**src/rtl/lc3_ctrl_pkg.sv**
```systemverilog
// lc3_ctrl_pkg: shared FSM states, opcodes, ALU codes and limits for the operate-sequence controller
package lc3_ctrl_pkg;
  typedef enum logic [3:0] {
    HALTED, FETCH1, FETCH2, FETCH3, DECODE, EXEC_ADD, EXEC_AND, EXEC_NOT, PAUSE1, PAUSE2
  } state_t;
  localparam logic [3:0] OP_ADD = 4'b0001;
  localparam logic [3:0] OP_AND = 4'b0101;
  localparam logic [3:0] OP_NOT = 4'b1001;
  localparam logic [3:0] OP_PAUSE = 4'b1101;
  localparam logic [1:0] ALUK_ADD = 2'b00;
  localparam logic [1:0] ALUK_AND = 2'b01;
  localparam logic [1:0] ALUK_NOT = 2'b10;
  localparam logic [1:0] ALUK_PASSA = 2'b11;
  localparam logic [1:0] PCMUX_INC = 2'b00;
  localparam logic [3:0] WAIT_LIMIT = 4'hf;
endpackage

```
**src/rtl/mem_wait_timer.sv**
```systemverilog
// mem_wait_timer: 4-bit memory wait counter (clk, rst, clear, enable -> count, expire at WAIT_LIMIT)
module mem_wait_timer
  import lc3_ctrl_pkg::*;
(
  input  logic       clk,
  input  logic       rst,
  input  logic       clear,
  input  logic       enable,
  output logic [3:0] count,
  output logic       expire
);
  always_ff @(posedge clk)
    count <= (rst || clear) ? 4'd0 : enable ? count + 4'd1 : count;
  assign expire = count == WAIT_LIMIT;
endmodule

```
**src/rtl/operate_seq.sv**
```systemverilog
// operate_seq: Moore control FSM for fetch/decode/ADD/AND/NOT/PAUSE (Clk, Reset, Run, Continue, IR, Mem_Ready in; datapath loads, gates, mux selects, Mem_OE, Halted/Paused/Mem_Err out)
module operate_seq
  import lc3_ctrl_pkg::*;
(
  input  logic        Clk,
  input  logic        Reset,
  input  logic        Run,
  input  logic        Continue,
  input  logic [15:0] IR,
  input  logic        Mem_Ready,
  output logic        LD_MAR,
  output logic        LD_MDR,
  output logic        LD_IR,
  output logic        LD_PC,
  output logic        LD_REG,
  output logic        LD_CC,
  output logic        LD_LED,
  output logic        GatePC,
  output logic        GateMDR,
  output logic        GateALU,
  output logic        SR2MUX_Sel,
  output logic [1:0]  ALUK,
  output logic [1:0]  PCMUX,
  output logic        DRMUX,
  output logic        SR1MUX,
  output logic        Mem_OE,
  output logic        Halted,
  output logic        Paused,
  output logic        Mem_Err
);
  state_t state, next;
  logic mem_err, led_done, expire, exec, alu2;
  logic [3:0] wait_cnt;
  logic unused_bits;
  assign unused_bits = ^{IR[11:6], IR[4:0], wait_cnt};
  mem_wait_timer u_timer (
    .clk(Clk),
    .rst(Reset),
    .clear(state != FETCH2),
    .enable(state == FETCH2 && !Mem_Ready),
    .count(wait_cnt),
    .expire(expire)
  );
  always_ff @(posedge Clk) begin
    if (Reset) begin
      state <= HALTED;
      mem_err <= 1'b0;
      led_done <= 1'b0;
    end else begin
      state <= next;
      if (state == FETCH2 && !Mem_Ready && expire) mem_err <= 1'b1;
      led_done <= state == PAUSE1;
    end
  end
  always_comb begin
    next = state;
    case (state)
      HALTED:   next = Run ? FETCH1 : HALTED;
      FETCH1:   next = FETCH2;
      FETCH2:   next = Mem_Ready ? FETCH3 : expire ? HALTED : FETCH2;
      FETCH3:   next = DECODE;
      DECODE:   next = IR[15:12] == OP_ADD ? EXEC_ADD :
                       IR[15:12] == OP_AND ? EXEC_AND :
                       IR[15:12] == OP_NOT ? EXEC_NOT :
                       IR[15:12] == OP_PAUSE ? PAUSE1 : FETCH1;
      EXEC_ADD, EXEC_AND, EXEC_NOT: next = FETCH1;
      PAUSE1:   next = Continue ? PAUSE2 : PAUSE1;
      PAUSE2:   next = Continue ? PAUSE2 : FETCH1;
      default:  next = HALTED;
    endcase
  end
  assign exec = state == EXEC_ADD || state == EXEC_AND || state == EXEC_NOT;
  assign alu2 = state == EXEC_ADD || state == EXEC_AND;
  assign LD_MAR = state == FETCH1;
  assign LD_PC = state == FETCH1;
  assign GatePC = state == FETCH1;
  assign LD_MDR = state == FETCH2;
  assign Mem_OE = state == FETCH2;
  assign LD_IR = state == FETCH3;
  assign GateMDR = state == FETCH3;
  assign LD_REG = exec;
  assign LD_CC = exec;
  assign GateALU = exec;
  assign SR1MUX = alu2;
  assign SR2MUX_Sel = alu2 && IR[5];
  assign ALUK = state == EXEC_ADD ? ALUK_ADD : state == EXEC_AND ? ALUK_AND :
                state == EXEC_NOT ? ALUK_NOT : ALUK_PASSA;
  assign PCMUX = PCMUX_INC;
  assign DRMUX = 1'b0;
  // LED loads only on the first PAUSE1 cycle; led_done remembers we were already there
  assign LD_LED = state == PAUSE1 && !led_done;
  assign Paused = state == PAUSE1 || state == PAUSE2;
  assign Halted = state == HALTED;
  assign Mem_Err = mem_err;
endmodule

```
**config.mk**
```make
export PLATFORM = sky130hd
export DESIGN_NAME = operate_seq
export DESIGN_NICKNAME = d
export VERILOG_FILES = /design/src/rtl/lc3_ctrl_pkg.sv /design/src/rtl/mem_wait_timer.sv /design/src/rtl/operate_seq.sv
export SDC_FILE = /design/constraint.sdc
export NUM_CORES = 1
export LEC_CHECK = 0
export BUFFER_PORTS_ARGS = -buffer_cell sky130_fd_sc_hd__buf_2
export CAP_MARGIN = 20
export CORE_MARGIN = 3
export CORE_UTILIZATION = 35
export CTS_BUF_LIST = sky130_fd_sc_hd__clkbuf_2 sky130_fd_sc_hd__clkbuf_4 sky130_fd_sc_hd__clkbuf_8
export DETAILED_ROUTE_END_ITERATION = 12
export GPL_ROUTABILITY_DRIVEN = 0
export PLACE_DENSITY = 0.68
export REMOVE_ABC_BUFFERS = 1
export SYNTH_ARGS = -nofsm -noshare
export SYNTH_HDL_FRONTEND = slang
export SYNTH_SLANG_ARGS = --single-unit
```
**constraint.sdc**
```tcl
create_clock -name Clk -period 1.9 [get_ports Clk]
set_clock_uncertainty 0.1 [all_clocks]
set_input_delay 0.095 -clock Clk [delete_from_list [all_inputs] [get_ports Clk]]
set_output_delay 0.095 -clock Clk [all_outputs]
set_load 0.005 [all_outputs]
```
# Word level (Yosys, flattened, before mapping)
# Cells that the tools add are included.
# op_classes
addsub	1
eq_ne	15
n_mux	13
n_reduce_logical	12
# op_table
operator	n
$pmux 4 s8	1
$eq 4x3->1 const B	5
$eq 4x4->1 const B	5
$mux 4	5
$eq 4x1->1 const B	2
$eq 4x2->1 const B	2
$mux 2	4
$add 4x1->4 const B	1
$logic_and 1x1->1	4
$logic_not 4->1	1
$logic_or 1x1->1	4
$ne 4x2->1 const B	1
$mux 1	3
$reduce_or 3->1	1
$logic_not 1->1	2
# word_totals
register_bits	10
input_bits	21

# Longest topological paths before layout
# Gate-level depths: netlist of the first run.
# logic_depth
depth_word	6
mapped_depth	4
mapped_depth_nobuf	4

# Hierarchy
# Synthesis of the first run repeated with hierarchy kept, for this count alone.
# hier_totals
hier_cells	80
hier_area_um2	686.9
# by_module_without_submodules
module	instances	cells_each	area_each_um2	seq_area_each_um2
operate_seq	1	62	493.0	120.1
mem_wait_timer	1	18	193.9	80.1

# Worst setup path after synthesis of the first run
# OpenSTA, ideal clock, no wires.
# synth_path
path_type	reg-to-reg
startpoint	reg state[1]
endpoint	reg state[0]
setup_ns	0.083
t_arrival_ns	1.230
required_ns	1.717
setup_slack_ns	0.487
stages_incl_launch_ff	5
n_path_buf	1
period_less_slack_ns	1.413
cell_sequence	dfxtp_1 > buf_6 > or4b_1 > a211o_1 > o221ai_1
# synth_via
elab_chain_len	3
word_cells_on_any_way	12
cone_classes	eq/ne: 9; mux: 1; reduce/logical: 2
# synth_rtl
item	line	rtl
start: declaration	operate_seq.sv:31	state_t state, next;
start signal: assignment	operate_seq.sv:50	state <= next;
$eq 4x3->1	operate_seq.sv:57	case (state)
$reduce_or 3->1	operate_seq.sv:57	
$pmux 4 s8 *	operate_seq.sv:57	
# Mark *: on every way between the ends. The rest lies on a longest branch, timed or not.
# A chain may end at the register's enable or synchronous reset.

# Worst setup path after layout of the first run
# layout_path
startpoint	reg state[1]
endpoint	out Mem_OE
# layout_via
elab_chain_len	1
# layout_rtl
item	line	rtl
$eq 4x2->1	operate_seq.sv:78	assign Mem_OE = state == FETCH2;
end: declaration	operate_seq.sv:26	output logic Mem_OE,
# No other way between the ends.

==> results.toml, run 1 <==
[drt]
routedWlPerCell_um = 10.9
route.detailed.drc = 0
ant_nets = 0
drtIter0Drc = 10
via_count = 584
drt-total-wl_mm = 1.34
dr.pass1.iters = 4
viasPerCell = 4.75

[clock_network]
cts_tree = "yes"
root_buffer = "clkbuf_4"
clock_path_buffers = 2
cts_buffers = 3
post_cts_buffers = 0
cts.sinks = 10
cts_htree_levels = 1
clk_pin_slew_worst_paths_ps = 60
clk_latency_ps = 260

[finish]
final_nets = 122
final_cell_mix = "27 x buf_2, 11 x nor2_1, 10 x dfxtp_1"
syn_to_final_growth_pct = 16.9
n_antenna_cell = 0
layout_commonest_cell = "buf_2"
drive_gt1_share_pct = 34.7

[pwr]
peakVddDrop_mv = 0.275
p_seq_share_pct = 50.0
combPwrFrac_pct = 19.6
p_clk_share_pct = 30.4
switching_share_pct = 27.7
p_leak_nw = 0.341
p_per_area_nw_per_um2 = 603
power_switching_uw = 130
p_int_uw = 339

[floorplanning]
rows = 15
io_pins = 42
die_w_um = 49.6
start_util_pct = 37.7
core_area_sq_um = 1760
die_area_sq_um = 2460
die_y_um = 49.6

[timing]
hold_viol = 0
slew-limit-headroom_pct = 65.7
worst_pin_slew_ps = 513
drv_slew = 0
period_needed_ps = 1710
rsz0062_at_grt = "no"
max_freq_mhz = 584
period_share_pct = 90.1
setup_viol = 0
whs_ps = 23.3
setup_tns_ps = 0

[global_route]
antenna_found_initial = 0
grt_pass1_vias = 476
grt_max_degree = 12
grt.overflow.total = 0
grt_pass1_wl_mm = 2.04
grt_use_total_pct = 11.0

[run_status]
status = "complete, no violations"

[setup_path]
critPathMaxFanout = 11
end_kind = "primary output"
path_class = "reg -> out"
worstPathArrival_ps = 1520
r2r-start = "state[1]$_SDFF_PP0_"
startpoint = "state[1]$_SDFF_PP0_"
rr_worst_depth = 3
worstPathRequired_ps = 1700
crit_path_start_kind = "register"

[placement]
detailed_place_hpwl_mm = 1.04
portBuffers = 27

[logic_synthesis]
synth_top_cell_area_share_pct = 30.1
yosysTopAreaCell = "dfxtp_1"
synth_enable_flop_cells = 0
synth.area.top_cells = "dfxtp_1 30%, buf_4 10%, nor2_1 6.2%, nor4b_2 4.5%, xor2_1 4.0%"
postSynthAreaPerCell_sq_um = 8.52
async_flop_share_pct = 0
netlist_area_sq_um = 664
ys_ff_latch = 10
synth_ff_type = "dfxtp_1"
yosysSeqAreaShare_pct = 30.1
yosysUniqueCellTypes = 34
postSynthCellCount = 78
ys.warnings.count = 0

[job]
drv_cap = 0

[min_path]
hold_depth = 3
hold_class = "in -> reg"
hp-start = "IR[15]"
[path summary, 6_finish.rpt]
| path | endpoint | slack (ps) |
|---|---|---|
| worst max-delay path | Mem_OE | 190 |
| worst min-delay path | state[3]$_SDFF_PP0_ | 20 |
| worst max register to register | state[0]$_SDFF_PP0_ | 280 |
| worst min register to register | Mem_Err$_SDFFE_PP0P_ | 370 |
[synthesized netlist by cell type (all sizes together) (2+ instances only)]
cell and count:
a21oi 3, buf 13, dfxtp 10, inv 3
nand2b 3, nand3b 2, nand4b 2, nor2 11
nor2b 2, nor4b 3, o21ai 3, xnor2 2
xor2 3
[stage by stage]
stage	instance area, sq um	std cells	power, mW	setup WS [ps]	util, %
floorplan	572	67	0.285	352	-
global placement	738	119	0.326	342	41.8
detailed placement	738	119	0.329	331	41.8
CTS	771	123	0.474	124	43.7
global route	777	123	0.499	30.9	44.0
finish	777	123	0.468	188	44.0
[state kept, by name (all words and copies together) (netlist names)]
| register | flops |
|---|---|
| led_done | 1 |
| state | 4 |
| Mem_Err | 1 |
| u_timer.count | 4 |
[logic make-up (layout without fill, tap and decap cells)]
group | after synthesis | count (layout) | synth area share [%]
flip-flops | 10 | 10 | 30.1
XOR/XNOR | 5 | 5 | 6.59
other | 1 | 3 | 0.564
AND/OR/NAND/NOR | 32 | 32 | 30.9
buffers and inverters | 16 | 34 | 16.8
AO/OA/AOI/OAI | 12 | 12 | 11.7
adder cells (fa/ha/maj) | 1 | 1 | 1.88
multiplexers | 1 | 1 | 1.51
[metal layers]
| metal | share of wire, % | track usage, % | wire length [um] |
|---|---|---|---|
| met4 | 1.9 | 8.29 | 26 |
| met1 | 43 | 12.9 | 581 |
| met3 | 5.1 | 2.11 | 68 |
| met2 | 49 | 17.6 | 660 |
| met5 | 0 | 0 | 0 |
[power groups by stage]
stage	Clock [mW]	Sequential [mW]	Combinational, mW
CTS	0.148	0.234	0.0923
finish	0.142	0.234	0.0919
global placement	0	0.238	0.0883
floorplan	0	0.234	0.0508
detailed placement	0	0.238	0.0903
global route	0.161	0.237	0.101
[repair_timing]
item                       in CTS  in global routing
setup endpoints to repair       0                  3
hold buffers                    1                  0
resized for setup               0                  1
hold endpoints to repair        2                  0
[layout make-up]
type	instances	area [sq um]
inverter	3	11.3
fill	200	987
multi-input combinational	54	367
clock buffer	3	22.5
sequential	10	200
tap	25	31.3
timing repair buffer	28	145
[worst max-delay path, stage by stage (launching register included)]
cell     delay (ps)
dfxtp_1         530
nor4b_2         510
buf_2           210
No activity file was read; power rests on OpenSTA's default activity.
==> run 2, diff against run 1 <==
- CORE_UTILIZATION: 35 -> 26
- PLACE_DENSITY: 0.68 -> not set
==> run 2 against run 1 <==
Routed wire length up 3.5%. First-iteration DRC count unchanged. Flip-flop and latch count unchanged. Sequential power about the same. Final cell count up 4.1%. Worst setup slack worse by 71 ps. Sequential share of layout area down 0.80 points. Worst hold slack worse by 3.6 ps. Combinational power up 4.6%. Critical endpoint is now LD_IR. Critical path depth unchanged. Via count up 2.1%. Die area up 30%.
==> results.toml, run 2 (synthesized netlist as in run 1, its figures left out) <==
[setup_path]
r2r_end = "state[0]$_SDFF_PP0_"
r2r_setup_slack_ps = 400
r2r-start = "state[2]$_SDFF_PP0_"
rr_worst_depth = 3
worstPathRequired_ps = 1700
path_class = "reg -> out"
worstPathArrival_ps = 1590
end_kind = "primary output"
crit_path_start_kind = "register"
critPathMaxFanout = 11

[finish]
n_antenna_cell = 0
drive_gt1_share_pct = 36.0
reg_top3 = "state x4, u_timer.count x4"
final_core_util_pct = 34.6
postLayoutCellArea_sq_um = 802
layout_commonest_cell = "buf_2"
final_cell_mix = "27 x buf_2, 11 x nor2_1, 10 x dfxtp_1"
syn_to_final_growth_pct = 20.7
final_nets = 123

[drt]
via_count = 596
drtIter0Drc = 10
viasPerCell = 4.66
ant_nets = 0
dr.pass1.iters = 4
route.detailed.drc = 0
drt-total-wl_mm = 1.38
routedWlPerCell_um = 10.8

[clock_network]
cts_tree = "yes"
cts_buffers = 3
cts_htree_levels = 1
clk_latency_ps = 260
cts.sinks = 10
clk_pin_slew_worst_paths_ps = 70
clock_path_buffers = 2
root_buffer = "clkbuf_4"

[global_route]
grt_max_degree = 12
grt_pass1_wl_mm = 2.39
grt.overflow.total = 0
grt_use_total_pct = 9.36
antenna_found_initial = 0
grt_pass1_vias = 526

[timing]
period_needed_ps = 1780
max_freq_mhz = 561
slew-limit-headroom_pct = 64.1
period_share_pct = 93.8
drv_slew = 0
rsz0062_at_grt = "no"
setup_viol = 0
hold_viol = 0
setup_tns_ps = 0
worst_pin_slew_ps = 531

[pwr]
p_clk_share_pct = 36.8
peakVddDrop_mv = 0.236
switching_share_pct = 26.5
p_per_area_nw_per_um2 = 652
combPwrFrac_pct = 18.4
p_leak_nw = 0.353
power_switching_uw = 138
p_seq_share_pct = 44.8
p_int_uw = 385

[floorplanning]
rows = 17
core_area_sq_um = 2320
die_area_sq_um = 3200
start_util_pct = 28.7
io_pins = 42
die_y_um = 56.6
die_w_um = 56.6

[min_path]
hp-start = "IR[15]"
hold_class = "in -> reg"
hold_depth = 3
min_to = "state[3]$_SDFF_PP0_"

[job]
drv_cap = 0

[placement]
place_area_sq_um = 749
portBuffers = 27
detailed_place_hpwl_mm = 1.09

[run_status]
status = "complete, no violations"
run 2: changes by cell type in the layout (fill, tap and decap cells not counted), sizes merged:
cell	change
buf	+1
clkbuf	+1
run 2: per-layer routing:
| layer | global-route usage, % | wire length [um] |
|---|---|---|
| met1 | 12.2 | 643 |
| met2 | 14.5 | 615 |
| met3 | 1.61 | 113 |
| met4 | 5.08 | 12 |
| met5 | 0 | 0 |
run 2: how the worst max path moves through the flow:
| stage | from | endpoint |
|---|---|---|
| 2_1_floorplan | state[0]$_SDFF_PP0_ | state[1]$_SDFF_PP0_ |
| 3_3_place_gp | state[0]$_SDFF_PP0_ | GatePC |
| 3_5_place_dp | state[0]$_SDFF_PP0_ | GatePC |
| 4_1_cts | state[0]$_SDFF_PP0_ | GatePC |
| 5_1_grt | state[1]$_SDFF_PP0_ | LD_IR |
| 6_report | state[1]$_SDFF_PP0_ | LD_IR |
run 2: what timing repair did:
item / 4_1_cts / 5_1_grt
endpoints found under the setup margin: 0 / 3
endpoints found under the hold margin: 2 / 0
setup buffers: 0 / 0
resized for setup: 0 / 1
hold buffers: 1 / 0
run 2: final cells by class:
| class | count | area (sq um) |
|---|---|---|
| clock buffer | 4 | 36.3 |
| fill | 249 | 1520 |
| inverter | 3 | 11.3 |
| multi-input combinational | 54 | 367 |
| sequential | 10 | 200 |
| tap | 28 | 35.0 |
| timing repair buffer | 29 | 153 |
run 2: critical path, stage by stage, from the launching register on:
cell and delay [ps]:
dfxtp_1 550, nor4bb_1 560, buf_2 210
run 2: metrics by stage:
step | setup WS (ps) | cells | total power [mW] | hold WS, ps
floorplan | 352 | 67 | 0.285 | 67.4
global placement | 445 | 123 | 0.331 | 235
detailed placement | 422 | 123 | 0.333 | 237
CTS | 126 | 128 | 0.527 | 21.3
global route | 24.0 | 128 | 0.550 | 40.7
finish | 117 | 128 | 0.523 | 19.6
run 2: power by group through the flow:
stage / clock network, mW / registers [mW] / logic [mW]
after floorplan: 0 / 0.234 / 0.0508
after global placement: 0 / 0.239 / 0.0925
after detailed placement: 0 / 0.238 / 0.0945
after CTS: 0.197 / 0.234 / 0.0965
after global routing: 0.204 / 0.238 / 0.108
final: 0.193 / 0.234 / 0.0961
==> run 3, diff against run 2 <==
- RECOVER_POWER: not set -> 25
==> run 3 against run 2 <==
Clock power barely moved. Clock-buffer cell count did not move. Non-clock buffer count did not move. Worst setup slack improved by 7.8 ps. Routed wire length fell by 0.72%. Flip-flop and latch count did not move. Fmax rose by 0.44%. Register-to-register slack got worse by 90 ps. Highest routed layer unchanged.
==> results.toml, run 3 (synthesized netlist as in run 1, its figures left out) <==
[global_route]
grt_use_total_pct = 9.36
grt_pass1_vias = 526
grt_max_degree = 12
antenna_found_initial = 0
grt.overflow.total = 0
grt_pass1_wl_mm = 2.39

[pwr]
p_int_uw = 382
p_seq_share_pct = 45.0
peakVddDrop_mv = 0.235
totalPowerFinal_uw = 519
p_leak_nw = 0.342
power_switching_uw = 138
p_clk_share_pct = 37.1
switching_share_pct = 26.5
combPwrFrac_pct = 17.9
p_per_area_nw_per_um2 = 657

[setup_path]
rr_worst_depth = 4
startpoint = "state[1]$_SDFF_PP0_"
end_kind = "primary output"
r2r_end = "state[0]$_SDFF_PP0_"
crit_path_start_kind = "register"
crit_end = "LD_IR"
r2r-start = "state[1]$_SDFF_PP0_"
critPathMaxFanout = 11
worstPathRequired_ps = 1700
path_class = "reg -> out"
worstPathArrival_ps = 1580
r2r_setup_slack_ps = 310

[timing]
setup_viol = 0
period_needed_ps = 1770
worst_pin_slew_ps = 531
period_share_pct = 93.4
drv_slew = 0
max_freq_mhz = 563
hold_viol = 0
rsz0062_at_grt = "no"
slew-limit-headroom_pct = 64.1
setup_ws_ps = 125
setup_tns_ps = 0

[finish]
n_antenna_cell = 0
postLayoutCellArea_sq_um = 791
reg_top3 = "state x4, u_timer.count x4"
instances_no_fill = 128
syn_to_final_growth_pct = 19.0
drive_gt1_share_pct = 33.0
layout_commonest_cell = "buf_2"
final_cell_mix = "26 x buf_2, 11 x nor2_1, 10 x dfxtp_1"
final_nets = 123
n_fill_cell = 249

[drt]
via_count = 598
ant_nets = 0
viasPerCell = 4.67
dr.pass1.iters = 4
drtIter0Drc = 9
drt-total-wl_mm = 1.37
routedWlPerCell_um = 10.7
route.detailed.drc = 0

[clock_network]
cts_tree = "yes"
clk_latency_ps = 270
clock_path_buffers = 2
cts_buffers = 3
clk_pin_slew_worst_paths_ps = 70
post_cts_buffers = 0
cts.sinks = 10
cts_htree_levels = 1
root_buffer = "clkbuf_4"

[floorplanning]
die_area_sq_um = 3200
io_pins = 42
die_w_um = 56.6
core_area_sq_um = 2320
rows = 17
die_y_um = 56.6
start_util_pct = 28.7

[run_status]
status = "complete, no violations"

[placement]
detailed_place_hpwl_mm = 1.09
place_area_sq_um = 749
portBuffers = 27
dp_slack_ps = 422
place_inst = 123

[min_path]
hold_class = "in -> reg"
hold_depth = 3

[job]
drv_cap = 0
[run 3: cell count changes in the layout (fill, tap and decap cells not counted)]
cell and change:
clkbuf_1 +2, buf_2 -1, nor4b_1 +1, buf_4 -1, nor4b_2 -1
[run 3: metal layers]
| layer | routed length [um] | global-route usage [%] | vias up | part of all wire [%] |
|---|---|---|---|---|
| met5 | 0 | 0 | - | 0 |
| met4 | 12 | 5.08 | 0 | 0.87 |
| met3 | 113 | 1.61 | 2 | 8.2 |
| met2 | 616 | 14.5 | 26 | 45 |
| met1 | 632 | 12.2 | 265 | 46 |
| li1 | - | - | 305 | - |
[run 3: worst max-delay path: stages (launching register included)]
cell and delay [ps]:
dfxtp_1 540, nor4bb_1 560, buf_2 210
[run 3: worst min-delay path by stage]
stage	start	to	slack, ps
finish	IR[15]	state[3]$_SDFF_PP0_	20
global route	IR[15]	state[3]$_SDFF_PP0_	40
CTS	IR[15]	state[3]$_SDFF_PP0_	20
detailed placement	Reset	led_done$_SDFF_PP0_	240
global placement	Reset	led_done$_SDFF_PP0_	230
floorplan	Reset	Mem_Err$_SDFFE_PP0P_	70
[run 3: power groups by stage]
stage / clock network, mW / logic [mW] / registers (mW)
after floorplan: 0 / 0.0508 / 0.234
after global placement: 0 / 0.0925 / 0.239
after detailed placement: 0 / 0.0945 / 0.238
after CTS: 0.197 / 0.0965 / 0.234
after global routing: 0.204 / 0.105 / 0.237
final: 0.193 / 0.0931 / 0.233
[run 3: what timing repair did]
action	in CTS	in global routing
gates resized for setup	0	1
hold endpoints to repair	2	0
setup endpoints to repair	0	3
hold buffers	1	0
[run 3: per-stage QoR]
| stage | util [%] | hold WS, ps |
|---|---|---|
| floorplan | - | 67.4 |
| global placement | 32.3 | 235 |
| detailed placement | 32.3 | 237 |
| CTS | 34.3 | 21.3 |
| global route | 34.1 | 40.7 |
| finish | 34.1 | 19.0 |
[run 3: area by class of cell]
cell class | instances | area, sq um | share of cell area, %
sequential | 10 | 200 | 25.3
clock buffer | 4 | 36.3 | 4.59
inverter | 3 | 11.3 | 1.42
timing repair buffer | 29 | 148 | 18.7
tap | 28 | 35.0 | 4.43
multi-input combinational | 54 | 360 | 45.6
